## config.mk

```make
export PLATFORM = sky130hd
export DESIGN_NAME = binary_mul_issue_ctrl
export DESIGN_NICKNAME = d
export VERILOG_FILES = /design/src/rtl/binary_mul_issue_ctrl.sv
export SDC_FILE = /design/constraint.sdc
export NUM_CORES = 1
export LEC_CHECK = 0
export CELL_PAD_IN_SITES_DETAIL_PLACEMENT = 0
export CELL_PAD_IN_SITES_GLOBAL_PLACEMENT = 2
export CORE_ASPECT_RATIO = 0.6
export CORE_MARGIN = 2
export CORE_UTILIZATION = 31
export CTS_BUF_LIST = sky130_fd_sc_hd__clkbuf_4
export CTS_CLUSTER_SIZE = 25
export DETAILED_ROUTE_END_ITERATION = 12
export GPL_TIMING_DRIVEN = 0
export HOLD_SLACK_MARGIN = 0.1
export PLACE_DENSITY_LB_ADDON = 0.1
export SYNTH_ARGS = -nofsm -noshare
export SYNTH_HDL_FRONTEND = slang
export SYNTH_SLANG_ARGS = --single-unit
```

## constraint.sdc

```tcl
create_clock -name clk -period 2.4 [get_ports clk]
set_input_delay 0.72 -clock clk [delete_from_list [all_inputs] [get_ports clk]]
set_output_delay 0.72 -clock clk [all_outputs]
set_load 0.005 [all_outputs]
```

## src/rtl/binary_mul_issue_ctrl.sv

```systemverilog
// binary_mul_issue_ctrl: valid/ready issue and collect controller around a pipelined array multiplier
module binary_mul_issue_ctrl #(
    parameter int WIDTH = 4,
    parameter int LAT   = 5,
    parameter int CNT_W = 8
) (
    input  logic               clk,
    input  logic               rst_n,
    input  logic               in_valid,
    output logic               in_ready,
    input  logic [WIDTH-1:0]   in_a,
    input  logic [WIDTH-1:0]   in_b,
    output logic [WIDTH-1:0]   mul_a,
    output logic [WIDTH-1:0]   mul_b,
    output logic               mul_en,
    input  logic [2*WIDTH-1:0] mul_p,
    output logic               res_valid,
    input  logic               res_ready,
    output logic [2*WIDTH-1:0] res_p,
    output logic [CNT_W-1:0]   done_cnt
);
    localparam int CW = $clog2(LAT + 1);

    typedef enum logic [1:0] {IDLE, HOLD, OUT} state_t;

    state_t        state, state_nx;
    logic [CW-1:0] cnt;
    logic          accept, handoff, fill_done;

    assign in_ready  = (state == IDLE) || (state == OUT && res_ready);
    assign accept    = in_valid && in_ready;
    assign handoff   = (state == OUT) && res_ready;
    assign fill_done = (state == HOLD) && (cnt == CW'(LAT));
    assign mul_en    = (state == HOLD);
    assign res_valid = (state == OUT);

    // next state: a same-edge handoff plus accept goes straight back to HOLD
    always_comb begin
        state_nx = state;
        if (accept) state_nx = HOLD;
        else if (handoff) state_nx = IDLE;
        else if (fill_done) state_nx = OUT;
    end

    // state register
    always_ff @(posedge clk or negedge rst_n) begin
        if (!rst_n) state <= IDLE;
        else state <= state_nx;
    end

    // operand hold, fill counter, product capture and handoff counter
    always_ff @(posedge clk or negedge rst_n) begin
        if (!rst_n) begin
            mul_a    <= '0;
            mul_b    <= '0;
            cnt      <= '0;
            res_p    <= '0;
            done_cnt <= '0;
        end else begin
            if (accept) begin
                mul_a <= in_a;
                mul_b <= in_b;
            end
            cnt <= accept ? '0 : (state == HOLD && !fill_done) ? cnt + 1'b1 : cnt;
            if (fill_done) res_p <= mul_p;
            if (handoff) done_cnt <= done_cnt + 1'b1;
        end
    end
endmodule

```

# Word level (Yosys, flattened, before mapping)
# Cells that the tools add are included.
# op_classes
add_sub_neg,2
n_mul,0
div_mod_pow,0
magnitude_cmp,0
n_eq_ne,3
n_shift,0
mux,5
bitwise,0
n_reduce_logical,9
# ops
cell,n
$add 8x1->8 const B,1
$mux 2,3
$mux 3,2
$logic_and 1x1->1,4
$add 3x1->3 const B,1
$eq 3x3->1 const B,1
$reduce_bool 3->1,1
$eq 2x1->1 const B,1
$eq 2x2->1 const B,1
$logic_not 2->1,1
$reduce_bool 2->1,1
$logic_not 1->1,1
$logic_or 1x1->1,1
# totals
register_bits,29
latchBits,0
ram_bits,0
romBits,0
inputBits,20
output_inout_bits,27
mem_count,0

# Logic depth before layout (Yosys ltp)
# Gate-level depths: netlist (run 1).
# depth
word_depth,6
mapped_depth,5

# Worst setup path before layout (run 1)
# OpenSTA, ideal clock, no wires.
# synth_timing
kind,input-to-reg
from,input in_valid
to,register mul_a[0]
setup_ns,0.125
arrival_time_ns,1.542
required_time_ns,2.275
slack_ns,0.733
cell_stages,4
path_buffers,1
path_cell_list,clkinv_1 -> a211oi_2 -> buf_6 -> mux2_4
# synth_between
elab_chain_len,1
# synth_rtl
item,line,source
start: declaration,9,"input logic in_valid,"
$logic_and 1x1->1,31,assign accept = in_valid && in_ready;
end signal: assignment,61,mul_a <= in_a;
end: declaration,13,"output logic [WIDTH-1:0] mul_a,"
# Every way passes these cells.
# A chain may end at the register's enable or synchronous reset.

# Worst setup path after layout (run 1)
# layout_timing
from,register state[1]
to,output mul_en
# layout_between
elab_chain_len,1
# layout_rtl
item,line,source
start: declaration,26,"state_t state, state_nx;"
start signal: assignment,48,else state <= state_nx;
$eq 2x1->1,34,assign mul_en = (state == HOLD);
end: declaration,15,"output logic mul_en,"
# Every way passes these cells.

==> metrics.md, run 1 <==
| Metric | Value |
|---|---|
| Syn avg cell area | about 14 um2 |
| First-pass GRT wire length | about 4400 um |
| Sequential-to-total area share from yosys stat | between 50 and 60% |
| Status | complete, no violations |
| Post-Syn Area | 1260 um2 |
| Top cell type's share of synthesized area | 57.8% |
| Post-synth EDFFs | 0 |
| Via density | approximately 4.7 |
| Gr usage total | approximately 14% |
| FF+latch area | approximately 730 um2 |
| GP Congestion | 0.737 |
| Maximum clock frequency | roughly 0.44 GHz |
| Critical path peak fanout | 5 |
| CTS Buffer Depth | 2 |
| Layout cells sized above 1 | between 15 and 20% |
| Die width | about 86 um |
| CP Data Arrival Time | 1.58 ns |
| Largest net degree at the start of global routing | 30 |
| Count of clock tree sinks | 29 |
| TritonCTS clock tree | done |
| Top_reg_cell synth | dfrtp_1 |
| # DRC | 0 |
| Root Buffer | clkbuf_4 |
| Port buffer count | 46 |
| Initial antenna violation count | 0 |
| Cell row count | 17 |
| Setup TNS | 0 ns |
| # fillers | between 300 and 400 |
| Crit path launch type | flip-flop |
| Antenna cells | 0 |
| Worst setup EP type | primary output |
| Htree depth | 2 |
| Unrepaired setup endpoints after global routing | false |
| GR Overflow Total | 0 |
| Syn nets | 116 |
| Core Region | approximately 3800 um2 |
| Synth async-reset ratio | between 90% and 100% |
| Aggregate routed wire length | roughly 2700 um |
| WL per Instance | roughly 14 um |
| Footprint of the multi-input gates | ~500 um2 |
| Ranking of synthesized cells by area | dfrtp_1 58%, mux2_1 9.0%, mux2_4 7.2% |
| Warnings, synthesis | 0 |
| Worst slew margin | a little under three fifths |
| Remaining antenna violation count after routing | 0 |
| DP Wirelength | 1940 um |
| Top Ports | 47 |
| Die Ht | between 50 and 60 um |
| Area Growth Syn to Fin | 46.8% |
| Most common cell in the netlist | dfrtp_1 |
| Worst-path clk slew | about 0.09 ns |
| Total power | 2.05 mW |
| Leak | 0.814 nW |
| Cell taking the most area after synthesis | dfrtp_1 |
| # nets final | ~170 |
| Clock Skew | between 0.007 and 0.008 ns |
| Hold Path Class | primary input to asynchronous set/reset pin |
| TritonCTS Buffers | 5 |
| Full die area | between 4000 and 5000 um2 |
| Seq cells post-synth | 29 |
| Setup CP Type | flip-flop to primary output |
| Slew @ Worst Pin | between 0.6 and 0.7 ns |
| Top cells by count, synth | 29 x dfrtp_1, 10 x mux2_1, 6 x mux2_4 |
| Cells after Synth | 93 |
| Vias | a little over 900 |
| Critical path required time | roughly 1.7 ns |
| Max VDD drop | 0.546 mV |
| Initial DRC Count | 15 |
| Final Max Tran Viols | 0 |
| DR pass1 iterations | 3 |
| Yosys cell types | 28 |
| Clock Latency Late Sink | 0.32 ns |
| Vias in the first global route | around 900 |
| Max Cap Viol | 0 |
| Tmin final | about 2.3 ns |
| Starting density of the core | between 30% and 40% |
| Final worst-path cycle share | 95.7% |
| Final setup vio count | 0 |
| Power Dens Cells | between 1000 and 1500 nW/um2 |
| Fin. Hold Viols | 0 |
[per-stage QoR]
step,util (%),setup WS [ns],hold WS [ns],cells,cell area (um2)
2_1_floorplan,-,0.733,0.424,93,1260
3_3_place_gp,46.9,-0.307,0.455,186,1780
3_5_place_dp,46.9,-0.313,0.461,186,1780
4_1_cts,48.3,0.00291,0.478,194,1830
5_1_grt,48.7,0.0296,0.438,196,1840
6_report,48.7,0.103,0.414,196,1840
[power by group]
group | internal (mW) | leakage (nW) | total [mW] | switching, mW
Clock | 0.123 | 0.0354 | 0.288 | 0.165
Sequential | 0.699 | 0.348 | 0.858 | 0.159
Combinational | 0.594 | 0.430 | 0.900 | 0.306
[cells by family (layout without fill, tap and decap cells)]
logic type	count (synthesis)	after routing	share of synthesized area [%]
and+or+nand+nor	22	22	11.2
DFF	29	29	57.8
xor gates and xnor gates	7	7	4.88
adders and majority gates	3	3	2.99
buffers and inverters	7	63	2.69
muxes	16	16	16.1
AOI/OAI and AO/OA	9	9	4.38
[layer usage]
| metal | track usage (%) | share of wire (%) | vias up | wire [um] |
|---|---|---|---|---|
| met5 | 0 | 0 | - | 0 |
| li1 | - | - | 433 | - |
| met1 | 17.5 | 50 | 438 | 1360 |
| met3 | 6.71 | 9.4 | 7 | 255 |
| met2 | 18.9 | 39 | 40 | 1050 |
| met4 | 6.51 | 1.9 | 0 | 51 |
[what timing repair did]
action                     in CTS  in global routing
resized for setup               3                  3
hold buffers                    0                  0
setup endpoints to repair       1                  1
setup buffers                   0                  2
[layout by cell type (no fill, tap or decap), drive strengths merged]
master	instances
xor2	2
clkinv	3
nand3b	1
and2	1
clkdlybuf4s15	1
nor3	2
nand4b	1
and3b	1
nand2	5
a21oi	5
buf	4
and4b	1
nand2b	1
dfrtp	29
a21o	1
nor4	1
xnor2	5
clkdlybuf4s50	43
dlygate4sd2	1
nand4	3
inv	5
or3	2
ha	3
a211oi	1
nand3	1
mux2	16
nor2	2
clkbuf	6
o21ai	2
[final cells by class]
cell class,instances,share of cell area (%)
sequential,29,39.5
timing repair buffer,48,25.4
multi-input combinational,57,27.1
buffer,1,0.611
tap,47,3.19
clock inverter,2,0.543
inverter,6,1.22
clock buffer,6,2.44
[worst max-delay path: stages, from the launching register on]
cell,delay [ns]
dfrtp_2,0.42
nand2b_2,0.22
inv_2,0.11
clkdlybuf4s50_1,0.51
[sequential cells by signal, indices dropped and copies added, names as in the netlist]
| name | count |
|---|---|
| state | 2 |
| done_cnt | 8 |
| cnt | 3 |
| mul_b | 4 |
| mul_a | 4 |
| res_p | 8 |
[worst paths after layout]
check / cells past startpoint / slack, ns / to / start
worst max-delay path: 3 / 0.10 / mul_en / state[1]
worst min-delay path: 1 / 0.41 / mul_a[2] / rst_n
worst max register to register: 4 / 0.83 / mul_b[1] / state[1]
worst min register to register: 1 / 0.47 / done_cnt[7] / done_cnt[7]
max in group asynchronous: 1 / 1.52 / state[1] / rst_n
min in group clk: 1 / 0.47 / done_cnt[7] / done_cnt[7]
Power figures use the tool's default switching activity.
==> run 2, diff against run 1 <==
--- a/config.mk
+++ b/config.mk
@@ -9,10 +9,11 @@
 export CELL_PAD_IN_SITES_GLOBAL_PLACEMENT = 2
 export CORE_ASPECT_RATIO = 0.6
 export CORE_MARGIN = 2
-export CORE_UTILIZATION = 31
+export CORE_UTILIZATION = 44
 export CTS_BUF_LIST = sky130_fd_sc_hd__clkbuf_4
 export CTS_CLUSTER_SIZE = 25
 export DETAILED_ROUTE_END_ITERATION = 12
+export DONT_BUFFER_PORTS = 1
 export GPL_TIMING_DRIVEN = 0
 export HOLD_SLACK_MARGIN = 0.1
 export PLACE_DENSITY_LB_ADDON = 0.1
==> metrics.md, run 2 (synthesis gave the netlist of run 1 again) <==
| Metric | Value |
|---|---|
| Layout cells sized above 1 | 18.6% (was 17.4%) |
| Tmin final | 1.86 ns (was 2.30 ns) |
| Initial DRC Count | 37 (was 15) |
| Area post-placement | 1300 um2 (was 1780 um2) |
| DP Wirelength | 1520 um (was 1940 um) |
| Final Max Tran Viols | 0 (unchanged) |
| Critical path peak fanout | 7 (was 5) |
| Crit path launch type | flip-flop (unchanged) |
| Starting density of the core | 48.1% (was 33.2%) |
| Clock Latency Late Sink | 0.32 ns (about the same) |
| Via density | 5.34 (was 4.68) |
| Worst setup EP type | primary output (unchanged) |
| Crit path largest cell delay | 0.46 ns (was 0.51 ns) |
| Worst slew margin | 75.2% (was 57.1%) |
| Clock Skew | 0.0111 ns (was 0.00720 ns) |
| Leak | 0.629 nW (was 0.814 nW) |
| DR pass1 iterations | 3 (unchanged) |
| GR Overflow Total | 0 (unchanged) |
| # DRC | 0 (unchanged) |
| Cell row count | 14 (was 17) |
| CP bufs+invs | 1 (was 2) |
| First-pass GRT wire length | 3550 um (was 4440 um) |
| Final Cell Area | 1370 um2 (was 1840 um2) |
| Gr usage total | 15.2% (was 13.6%) |
| Initial antenna violation count | 0 (unchanged) |
| Most frequent cells in the layout | 29 x dfrtp_1, 10 x mux2_1, 6 x mux2_4 (was 43 x clkdlybuf4s50_1, 27 x dfrtp_1, 10 x mux2_1) |
| Slew @ Worst Pin | 0.371 ns (was 0.643 ns) |
| Core Region | 2610 um2 (was 3790 um2) |
| Biggest regs | done_cnt: 8 flops, res_p: 8 flops (unchanged) |
| Final worst-path cycle share | 77.5% (was 95.7%) |
| Unrepaired setup endpoints after global routing | false (unchanged) |
| Vias | 716 (was 918) |
| Critical Path, Cell by Cell | nand2b_1, inv_2 (was nand2b_2, inv_2, clkdlybuf4s50_1) |
| Critical path's slowest cell | dfrtp_1 (was clkdlybuf4s50_1) |
| CP Data Arrival Time | 1.14 ns (was 1.58 ns) |
| TritonCTS clock tree | done (unchanged) |
| Power Dens Cells | 1180 nW/um2 (was 1110 nW/um2) |
| Status | complete, no violations (unchanged) |
| Count of clock tree sinks | 29 (unchanged) |
| # fillers | 220 (was 342) |
| Maximum clock frequency | 0.538 GHz (was 0.435 GHz) |
| Max Cap Viol | 0 (unchanged) |
| # nets final | 124 (was 171) |
| FF+latch area | 726 um2 (was 728 um2) |
| Top Ports | 47 (unchanged) |
| TritonCTS Buffers | 5 (unchanged) |
| WL per Instance | 16.1 um (was 13.9 um) |
| Vias in the first global route | 795 (was 902) |
| Setup TNS | 0 ns (unchanged) |
| Max VDD drop | 0.572 mV (was 0.546 mV) |
| Worst-path clk slew | 0.10 ns (was 0.09 ns) |
| Htree depth | 2 (unchanged) |
| Port buffer count | 0 (was 46) |
| Critical path required time | 1.68 ns (about the same) |
| Die Ht | 45.4 um (was 53.3 um) |
| Full die area | 3310 um2 (was 4590 um2) |
| CTS Buffer Depth | 2 (unchanged) |
| Commonest non-fill, non-tap cell in the layout | dfrtp_1 (was clkdlybuf4s50_1) |
| Footprint of the multi-input gates | 497 um2 (was 499 um2) |
| Largest net degree at the start of global routing | 30 (unchanged) |
| Area Growth Syn to Fin | 8.76% (was 46.8%) |
| GP Congestion | 0.725 (was 0.737) |
| Final setup vio count | 0 (unchanged) |
| Hold Path Class | primary input to asynchronous set/reset pin (unchanged) |
| Fin. Hold Viols | 0 (unchanged) |
| Root Buffer | clkbuf_4 (unchanged) |
| Antenna cells | 0 (unchanged) |
| Die width | 73.0 um (was 86.2 um) |
| Setup CP Type | flip-flop to primary output (unchanged) |
| Remaining antenna violation count after routing | 0 (unchanged) |
| Critical path's top delay family | flip-flops (was buffers and inverters) |
| Aggregate routed wire length | 2160 um (was 2720 um) |
==> run 2: cell types whose count changed in the layout (fill, tap and decap cells not counted), sizes merged <==
| cell | before | now |
|---|---|---|
| clkinv | 3 | 4 |
| buf | 4 | 2 |
| clkdlybuf4s50 | 43 | 0 |
| clkbuf | 6 | 5 |
| dlygate4sd2 | 1 | 0 |
| clkdlybuf4s15 | 1 | 0 |
==> run 2: per-stage QoR <==
stage	hold slack (ns)	instances	setup slack (ns)	total power [mW]	util, %
final	0.210	134	0.540	1.61	52.3
after detailed placement	0.425	125	0.585	1.34	49.7
after global routing	0.194	134	0.457	1.74	52.3
after floorplan	0.424	93	0.733	1.23	-
after global placement	0.425	125	0.613	1.32	49.7
after CTS	0.197	134	0.521	1.63	52.3
==> run 2: path summary, 6_finish.rpt <==
path	startpoint	to	slack, ns	cells past startpoint
max	state[1]	mul_en	0.54	2
min	rst_n	cnt[2]	0.21	1
max reg2reg	cnt[0]	res_p[3]	0.93	4
min reg2reg	done_cnt[7]	done_cnt[7]	0.50	1
max in group asynchronous	rst_n	res_p[1]	2.02	1
min in group clk	done_cnt[7]	done_cnt[7]	0.50	1
==> run 2: cell type report <==
class	count	share of cell area [%]
Buffer	1	0.824
Clock buffer	5	2.75
Clock inverter	3	0.916
Inverter	6	1.65
Multi-Input combinational cell	57	36.4
Sequential cell	29	53.1
Tap cell	32	2.93
Timing Repair Buffer	1	1.47
==> run 2: repair_timing <==
action | 4_1_cts | 5_1_grt
buffers inserted | 0 | 0
endpoints found under the hold margin | 29 | 0
endpoints found under the setup margin | 0 | 0
resized for setup | 0 | 0
hold buffers | 1 | 0
==> run 2: routing by layer <==
metal	vias up	global-route usage, %	part of all wire (%)
met1	329	19.8	48
li1	344	-	-
met5	-	0	0
met4	0	6.67	0.42
met2	41	20.4	39
met3	2	8.63	12
==> run 2: where the power goes <==
group / switching (mW) / internal, mW
Clock: 0.161 / 0.106
Combinational: 0.194 / 0.248
Sequential: 0.200 / 0.697
Total: 0.555 / 1.05
==> run 3, diff against run 2 <==
--- a/config.mk
+++ b/config.mk
@@ -9,7 +9,7 @@
 export CELL_PAD_IN_SITES_GLOBAL_PLACEMENT = 2
 export CORE_ASPECT_RATIO = 0.6
 export CORE_MARGIN = 2
-export CORE_UTILIZATION = 44
+export CORE_UTILIZATION = 41
 export CTS_BUF_LIST = sky130_fd_sc_hd__clkbuf_4
 export CTS_CLUSTER_SIZE = 25
 export DETAILED_ROUTE_END_ITERATION = 12
==> constraint.sdc (replaced) <==
create_clock -name clk -period 1.9 [get_ports clk]
set_input_delay 0.57 -clock clk [delete_from_list [all_inputs] [get_ports clk]]
set_output_delay 0.57 -clock clk [all_outputs]
set_load 0.005 [all_outputs]
==> metrics.md, run 3 (synthesis gave the netlist of run 1 again) <==
| Metric | Value |
|---|---|
| Status | complete, no violations (unchanged) |
| Clock Latency Late Sink | 0.31 ns (was 0.32 ns) |
| Starting density of the core | 43.5% (was 48.1%) |
| Critical Path, Cell by Cell | nand2b_1, inv_2 (unchanged) |
| Count of clock tree sinks | 29 (unchanged) |
| Critical path required time | 1.33 ns (was 1.68 ns) |
| TritonCTS clock tree | done (unchanged) |
| Vias | 718 (was 716) |
| FF+latch area | 726 um2 (unchanged) |
| Worst-path clk slew | 0.09 ns (was 0.10 ns) |
| # nets final | 125 (was 124) |
| Htree depth | 2 (unchanged) |
| Footprint of the multi-input gates | 497 um2 (unchanged) |
| Max Cap Viol | 0 (unchanged) |
| Critical path's slowest cell | dfrtp_1 (unchanged) |
| TritonCTS Buffers | 5 (unchanged) |
| Top Ports | 47 (unchanged) |
| CTS Buffer Depth | 2 (unchanged) |
| Die width | 75.5 um (was 73.0 um) |
| Hold WS | 0.387 ns (was 0.210 ns) |
| GR Overflow Total | 0 (unchanged) |
| CP Data Arrival Time | 1.12 ns (was 1.14 ns) |
| Gr usage total | 13.5% (was 15.2%) |
| Initial antenna violation count | 0 (unchanged) |
| Unrepaired setup endpoints after global routing | false (unchanged) |
| Tmin final | around 1.7 ns |
| Initial DRC Count | 23 (was 37) |
| Power Dens Cells | 1460 nW/um2 (was 1180 nW/um2) |
| Register-to-Register Path Depth | 4 (unchanged) |
| R2r startpoint | cnt[0] (unchanged) |
| First-pass GRT wire length | 3230 um (was 3550 um) |
| DR pass1 iterations | 3 (unchanged) |
| Setup CP Type | flip-flop to primary output (unchanged) |
| Cell row count | 15 (was 14) |
| Reg2Reg Capture Point | res_p[1] (was res_p[3]) |
| Root Buffer | clkbuf_4 (unchanged) |
| Port buffer count | 0 (unchanged) |
| # DRC | 0 (unchanged) |
| Worst hold path stage count | 1 |
| Most frequent cells in the layout | 29 x dfrtp_1, 10 x mux2_1, 6 x mux2_4 (unchanged) |
| Aggregate routed wire length | 2150 um (was 2160 um) |
| Area Growth Syn to Fin | 10.6% (was 8.76%) |
| Hold Path End | res_p[7] |
| Final worst-path cycle share | between 80 and 90% |
| Vias in the first global route | 704 (was 795) |
| Largest net degree at the start of global routing | 30 (unchanged) |
| Setup TNS | 0 ns (unchanged) |
| Layout cells sized above 1 | 18.4% (was 18.6%) |
| Final setup vio count | 0 (unchanged) |
| Die Ht | 46.9 um (was 45.4 um) |
| Via density | 4.95 (was 5.34) |
| Core Region | 2890 um2 (was 2610 um2) |
| Clock Skew | 0.00978 ns (was 0.0111 ns) |
| Resized cells post-CTS | 0 (unchanged) |
| Fin. Hold Viols | 0 (unchanged) |
| Max VDD drop | 0.628 mV (was 0.572 mV) |
| Crit path largest cell delay | 0.45 ns (was 0.46 ns) |
| Critical path peak fanout | 7 (unchanged) |
| DP Wirelength | 1610 um (was 1520 um) |
| # fillers | 275 (was 220) |
| Antenna cells | 0 (unchanged) |
| CP Depth | 2 (unchanged) |
| R2R Setup Slk | 0.41 ns (was 0.93 ns) |
| Leak | 0.633 nW (was 0.629 nW) |
| Crit path launch type | flip-flop (unchanged) |
| Critical path's top delay family | flip-flops (unchanged) |
| Remaining antenna violation count after routing | 0 (unchanged) |
| Worst setup EP type | primary output (unchanged) |
| Maximum clock frequency | slightly below 0.6 GHz |
| Slew @ Worst Pin | 0.353 ns (was 0.371 ns) |
| Full die area | 3540 um2 (was 3310 um2) |
| Post-CTS Setup Inserts | 0 (unchanged) |
| Final Max Tran Viols | 0 (unchanged) |
| Biggest regs | done_cnt: 8 flops, res_p: 8 flops (unchanged) |
| GP Congestion | 0.702 (was 0.725) |
| WL per Instance | 14.8 um (was 16.1 um) |
| CP bufs+invs | 1 (unchanged) |
| Worst hold start | mul_p[7] |
| Worst slew margin | 76.4% (was 75.2%) |
| Hold Path Class | primary input to flip-flop (was primary input to asynchronous set/reset pin) |
| Commonest non-fill, non-tap cell in the layout | dfrtp_1 (unchanged) |
==> run 3: cell types whose count changed in the layout (fill, tap and decap cells not counted), sizes merged <==
| cell | change |
|---|---|
| dlygate4sd3 | +1 |
==> run 3: worst max-delay path by stage <==
stage	start	end	slack (ns)
floorplan	in_valid	mul_a[0]	0.38
global placement	in_valid	mul_a[2]	0.26
detailed placement	in_valid	mul_b[3]	0.24
CTS	state[1]	mul_en	0.17
global route	state[1]	mul_en	0.11
finish	state[1]	mul_en	0.21
==> run 3: per-stage QoR <==
step	util (%)	std cells	total power, mW	instance area (um2)	setup slack [ns]
5_1_grt	48.1	145	2.19	1390	0.109
2_1_floorplan	-	93	1.56	1260	0.383
3_3_place_gp	45.3	135	1.67	1310	0.256
6_report	48.1	145	2.02	1390	0.209
4_1_cts	48.1	145	2.06	1390	0.173
3_5_place_dp	45.3	135	1.71	1310	0.236
==> run 3: worst reg2reg max path: cells and delay by family, from the launching register on <==
kind | cells | cell delay (ns)
adders and majority gates | 1 | 0.22
and+or+nand+nor | 2 | 0.38
DFF | 1 | 0.42
muxes | 1 | 0.34
==> run 3: layout make-up <==
cell class              instances  area share [%]
plain buffers                   1           0.811
clock buffers                   5            2.70
clock inverters                 3           0.901
inverters                       6            1.62
multi-input cells              57            35.8
flip-flops and latches         29            52.3
well taps                      42            3.78
repair buffers                  2            2.16
==> run 3: layer usage <==
layer / part of all wire, % / track usage, % / routed length (um) / up-vias
met5: 0 / 0 / 0 / -
met4: 0 / 5.26 / 0 / 0
met3: 11 / 9.23 / 230 / 0
met2: 43 / 18.4 / 925 / 36
met1: 46 / 16.9 / 991 / 335
li1: - / - / - / 347
==> run 3: report_power, final <==
group | total (mW) | switching (mW) | leakage (nW) | internal [mW]
combinational | 0.561 | 0.245 | 0.253 | 0.315
sequential | 1.13 | 0.254 | 0.350 | 0.880
clock | 0.328 | 0.195 | 0.0300 | 0.133
==> run 3: timing repair <==
action	in CTS	in global routing
hold buffers	2	0
endpoints found under the setup margin	0	0
hold endpoints to repair	29	0
==> RTL edit 1, RTL diff (config.mk and constraints of run 2) <==
Re-encode `state_t` (3 states) as one-hot, 3 bits wide.
--- a/src/rtl/binary_mul_issue_ctrl.sv
+++ b/src/rtl/binary_mul_issue_ctrl.sv
@@ -23,3 +23,3 @@
 
-    typedef enum logic [1:0] {IDLE, HOLD, OUT} state_t;
+    typedef enum logic [2:0] {IDLE = 3'b001, HOLD = 3'b010, OUT = 3'b100} state_t;
 
Behaviour: same outputs for any inputs over 10 cycles, from zero or initial values and one cycle with rst_n low; not proved beyond that.
==> RTL edit 1 against run 2 <==
  * Sequential cell count rose by 1
  * Largest power group unchanged
  * Total power rose by 4.9%
  * Final area rose by 6.3%
  * Highest routed layer unchanged
  * Routed wire length rose by 7.9%
  * Synthesized cell count rose by 5.4%
  * Worst hold slack got worse by 0.00066 ns
  * Setup slack got worse by 0.17 ns
  * Area after synthesis rose by 5.6%
  * Sequential share of layout area fell by 1.3 points
  * Clock skew fell by 0.0078 ns
  * Final cell count rose by 11%
  * Critical path depth did not move
==> RTL edit 1: results (changes against run 2) <==
The post-synthesis mux area share came out at 15.8% (-0.29 points). The worst hold slack across all endpoints came to 0.210 ns (-0.000659 ns). The setup slack of the worst register-to-register path is 0.69 ns (-0.24 ns). The total wirelength of the detailed-routed design is 2.33 mm (+7.9%). The via total after detailed routing came out at 761 (+6.3%).

The most critical setup path has its startpoint at state[2]. The iteration-0 DRC count of the detailed router was 32 (-14%). The estimated wirelength of the detail-placed design is 1.66 mm (+9.4%). The xor/xnor cell area share of the yosys netlist is 4.62% (-0.26 points). The final cell count without fillers is 149 (+11%). The layout net count is 129 (+4.0%). The capture point of the critical path is mul_en. The run finished with clean final reports.

The share of flip-flops with an asynchronous set or reset after synthesis came out at 100% (unchanged). The fraction of layout instances using a drive strength above 1 is 28.0% (+9.4 points). The cell count after placement is 140 (+12%). The worst register-to-register path ends at mul_a[0]. The count of yosys warnings during synthesis came to 0 (unchanged). The filler cell count is 265 (+20%). In the final layout, the registers with the most flip-flops are done_cnt: 8 flops, res_p: 8 flops. The post-synth net total is 121 (+4.3%). The area after detailed placement came out at 1380 um2 (+6.4%). The adder and majority gate portion of the synthesized area is 2.83% (-0.16 points).

The worst-case clock buffer depth is 2 (unchanged). The arrival time reported for the critical path endpoint is 1.31 ns (+0.17 ns). The number of global-route vias before repair is 748 (-5.9%). The largest clock skew in the final design is 0.00329 ns (-0.00784 ns). The headroom to the max-slew limit is 75.3% (+0.10 points). The number of H-tree levels came to 2 (unchanged). The sequential area share after synthesis came to 56.7% (-1.1 points). Yosys attributes the largest share of cell area to dfrtp_1, mux2_4, mux2_2, xnor2_1, ha_1. The pin count of the biggest net entering global routing was 30 (unchanged). The total global routing track utilization was 15.3% (+0.11 points). Clock-pin slew was measured on the worst setup and hold paths at 0.09 ns.

The leakage dissipation is 0.652 nW (+3.7%). In the synthesized netlist, the cells that appear most often are dfrtp_1, mux2_4, mux2_2, nand2_1. The routability congestion estimate is 0.717 (-1.1%). The synthesized-area fraction occupied by ao, oa, aoi and oai cells is 3.77% (-0.61 points). The maximum vdd drop is 0.440 mV (-23%). The beginning of the worst register-to-register path is state[0].

The global-route wire length before repair came out at 3.70 mm (+4.3%). The most used flip-flop cell after synthesis is dfrtp_1. Clock tree synthesis selected as its root buffer the cell clkbuf_4. The number of buffers inserted by post-CTS setup repair is 0 (unchanged). The number of iterations in the first detailed-routing pass came out at 2 (-1). The number of distinct standard cells referenced by the synthesized netlist is 32 (+14%). The average cell area after synthesis came out at 13.5 um2 (+0.19%).
RTL edit 1: power breakdown:
part | leakage [nW] | total [W] | internal [W] | switching (W)
combinational | 0.245 | 0.000478 | 0.000296 | 0.000182
clock | 0.0331 | 0.000288 | 0.000121 | 0.000167
sequential | 0.375 | 0.000918 | 0.000718 | 0.000200
RTL edit 1: cell type report:
type	instances	area, um2	share of cell area (%)
Clock inverter	2	8.76	0.603
Buffer	2	27.5	1.89
Timing Repair Buffer	1	20.0	1.38
Sequential cell	30	752	51.8
Inverter	2	8.76	0.603
Clock buffer	6	45.0	3.10
Multi-Input combinational cell	64	538	37.0
Tap cell	42	52.6	3.62
RTL edit 1: worst reg2reg max path, delay by kind of cell (launching register included):
| family | cells | cell delay [ns] |
|---|---|---|
| simple gates | 1 | 0.08 |
| mux | 1 | 0.35 |
| flops | 1 | 0.59 |
| buf+inv | 1 | 0.26 |
| compound gates | 1 | 0.34 |
RTL edit 1: per-stage QoR:
stage | worst slack (ns) | utilization, %
2_1_floorplan | 0.672 | -
3_3_place_gp | 0.555 | 48.0
3_5_place_dp | 0.492 | 48.0
4_1_cts | 0.343 | 50.6
5_1_grt | 0.271 | 50.6
6_report | 0.366 | 50.6
RTL edit 1: layer usage:
| layer | up-vias | share of wire [%] | global-route usage, % | wire, um |
|---|---|---|---|---|
| met5 | - | 0 | 0 | 0 |
| met4 | 0 | 1.6 | 8.57 | 38 |
| met3 | 5 | 8.0 | 7.00 | 186 |
| met2 | 30 | 41 | 19.3 | 962 |
| met1 | 363 | 49 | 21.1 | 1140 |
| li1 | 363 | - | - | - |
==> RTL edit 2, RTL diff (config.mk and constraints of run 2) <==
Made on the original files. `WIDTH`: 4 -> 6.
--- a/src/rtl/binary_mul_issue_ctrl.sv
+++ b/src/rtl/binary_mul_issue_ctrl.sv
@@ -2,3 +2,3 @@
 module binary_mul_issue_ctrl #(
-    parameter int WIDTH = 4,
+    parameter int WIDTH = 6,
     parameter int LAT   = 5,
Ports: changed (6 resized); port bits go from 47 to 63. The function was not compared with the original's and may differ.
==> RTL edit 2 against run 2 <==
  * Clock power grew 13%
  * Largest power group unchanged
  * Final area grew 26%
  * Global-route usage shrank 1.1 points
  * First-iteration DRC count shrank 2.7%
  * Count of clock-buffer cells in the layout is the same
  * Setup slack gained 0.027 ns
  * Area after synthesis grew 27%
  * Routed wire length grew 29%
  * Total power grew 28%
  * Largest cell class unchanged
  * Critical endpoint unchanged
  * Final cell count grew 20%
  * Sequential cell count grew 8
==> RTL edit 2: results (changes against run 2) <==
The leakage dissipation came out at 0.831 nW (+32%). The number of iterations in the first detailed-routing pass was 2 (-1). The estimated wirelength of the detail-placed design came to 2.00 mm (+32%). The setup slack of the worst register-to-register path came to 0.79 ns (-0.14 ns). The cell count after placement came out at 152 (+22%). The pre-CTS worst setup slack is 0.557 ns (-0.0275 ns).

In the post-synthesis netlist, the biggest area contributors are dfrtp_1, mux2_4, mux2_2, ha_1, xor2_1. The global-route track usage on met3 came out at 8.09% (-0.53 points). The sequential area share after synthesis came out at 57.8% (about the same). The arrival time reported for the critical path endpoint came out at 1.11 ns (-0.03 ns). The iteration-0 DRC count of the detailed router is 36 (-2.7%). After synthesis, the most frequently instantiated cells are dfrtp_1, mux2_4, mux2_2, a21oi_1, xor2_1. The routing usage on met1 came out at 17.5% (-2.3 points). The global-route wire length before repair is 4.15 mm (+17%). The pin count of the biggest net entering global routing came out at 38 (+27%). The register clock-pin slew on the reported worst setup and hold paths came out at 0.11 ns. The number of global-route vias before repair was 878 (+10%). The ratio of routed vias to standard cells came to 5.25 (-1.8%).

The actual slew at the worst max-slew pin was 0.433 ns (+0.0624 ns). The number of cells produced by synthesis came to 107 (+15%). The run finished with clean final reports. The total global routing track utilization is 14.0% (-1.1 points). The fraction of layout instances using a drive strength above 1 came out at 34.5% (+16 points).

The routability congestion estimate is 0.650 (-10%). The maximum vdd drop came out at 0.550 mV (-3.9%). The setup slack of the critical path after layout came out at 0.567 ns (+0.0273 ns). The largest clock skew in the final design is 0.00635 ns (-0.00478 ns).
==> RTL edit 2: changes by cell type in the layout (fill, tap and decap cells not counted), sizes merged, moves of 2 or more <==
cell	run 2	this run
xor2	2	4
nand2	5	2
nand4	3	1
nand3	1	3
dfrtp	29	37
xnor2	5	3
mux2	16	25
==> RTL edit 2: worst paths after layout <==
kind,to,depth (start not counted)
max,mul_en,2
min,cnt[2],1
max reg2reg,res_p[8],5
min reg2reg,done_cnt[7],1
max in group asynchronous,res_p[8],1
min in group clk,done_cnt[7],1
==> RTL edit 2: critical path, cell delays in order, from the launching register on <==
cell and delay, ns:
dfrtp_1 0.48, nand2b_4 0.20, inv_4 0.09
==> RTL edit 2: report_power, final <==
part / switching (W) / leakage [nW] / internal, W / total, W
combinational: 0.000222 / 0.350 / 0.000397 / 0.000619
sequential: 0.000245 / 0.451 / 0.000893 / 0.00114
clock: 0.000197 / 0.0300 / 0.000106 / 0.000303
total: 0.000664 / 0.831 / 0.00140 / 0.00206
==> RTL edit 2: logic make-up after synthesis <==
kind of cell,synth area share [%]
flops,57.8
mux,21.1
simple gates,8.59
compound gates,3.59
xor+xnor,3.83
buf+inv,2.73
fa+ha+maj,2.34
==> RTL edit 2: final cells by class <==
| type | count | area (um2) |
|---|---|---|
| tap | 45 | 56.3 |
| clock inverter | 3 | 12.5 |
| inverter | 4 | 17.5 |
| buffer | 2 | 26.3 |
| sequential | 37 | 926 |
| multi-input combinational | 64 | 632 |
| clock buffer | 5 | 37.5 |
| timing repair buffer | 1 | 20.0 |
| fill | 274 | 1640 |
==> RTL edit 2: what timing repair did <==
action                     4_1_cts  5_1_grt
hold buffers                     1        0
setup endpoints to repair        0        0
hold endpoints to repair        37        0
==> RTL edit 2: metal layers <==
layer  wire, um  up-vias
met5          0        -
met2       1230       40
li1           -      388
met1       1210      417
met3        334        0
met4          0        0
==> RTL edit 2: through the flow <==
step           hold WS, ns  cell area [um2]
6_report             0.203             1730
5_1_grt              0.190             1730
4_1_cts              0.203             1730
3_5_place_dp         0.425             1660
3_3_place_gp         0.425             1660
2_1_floorplan        0.424             1600
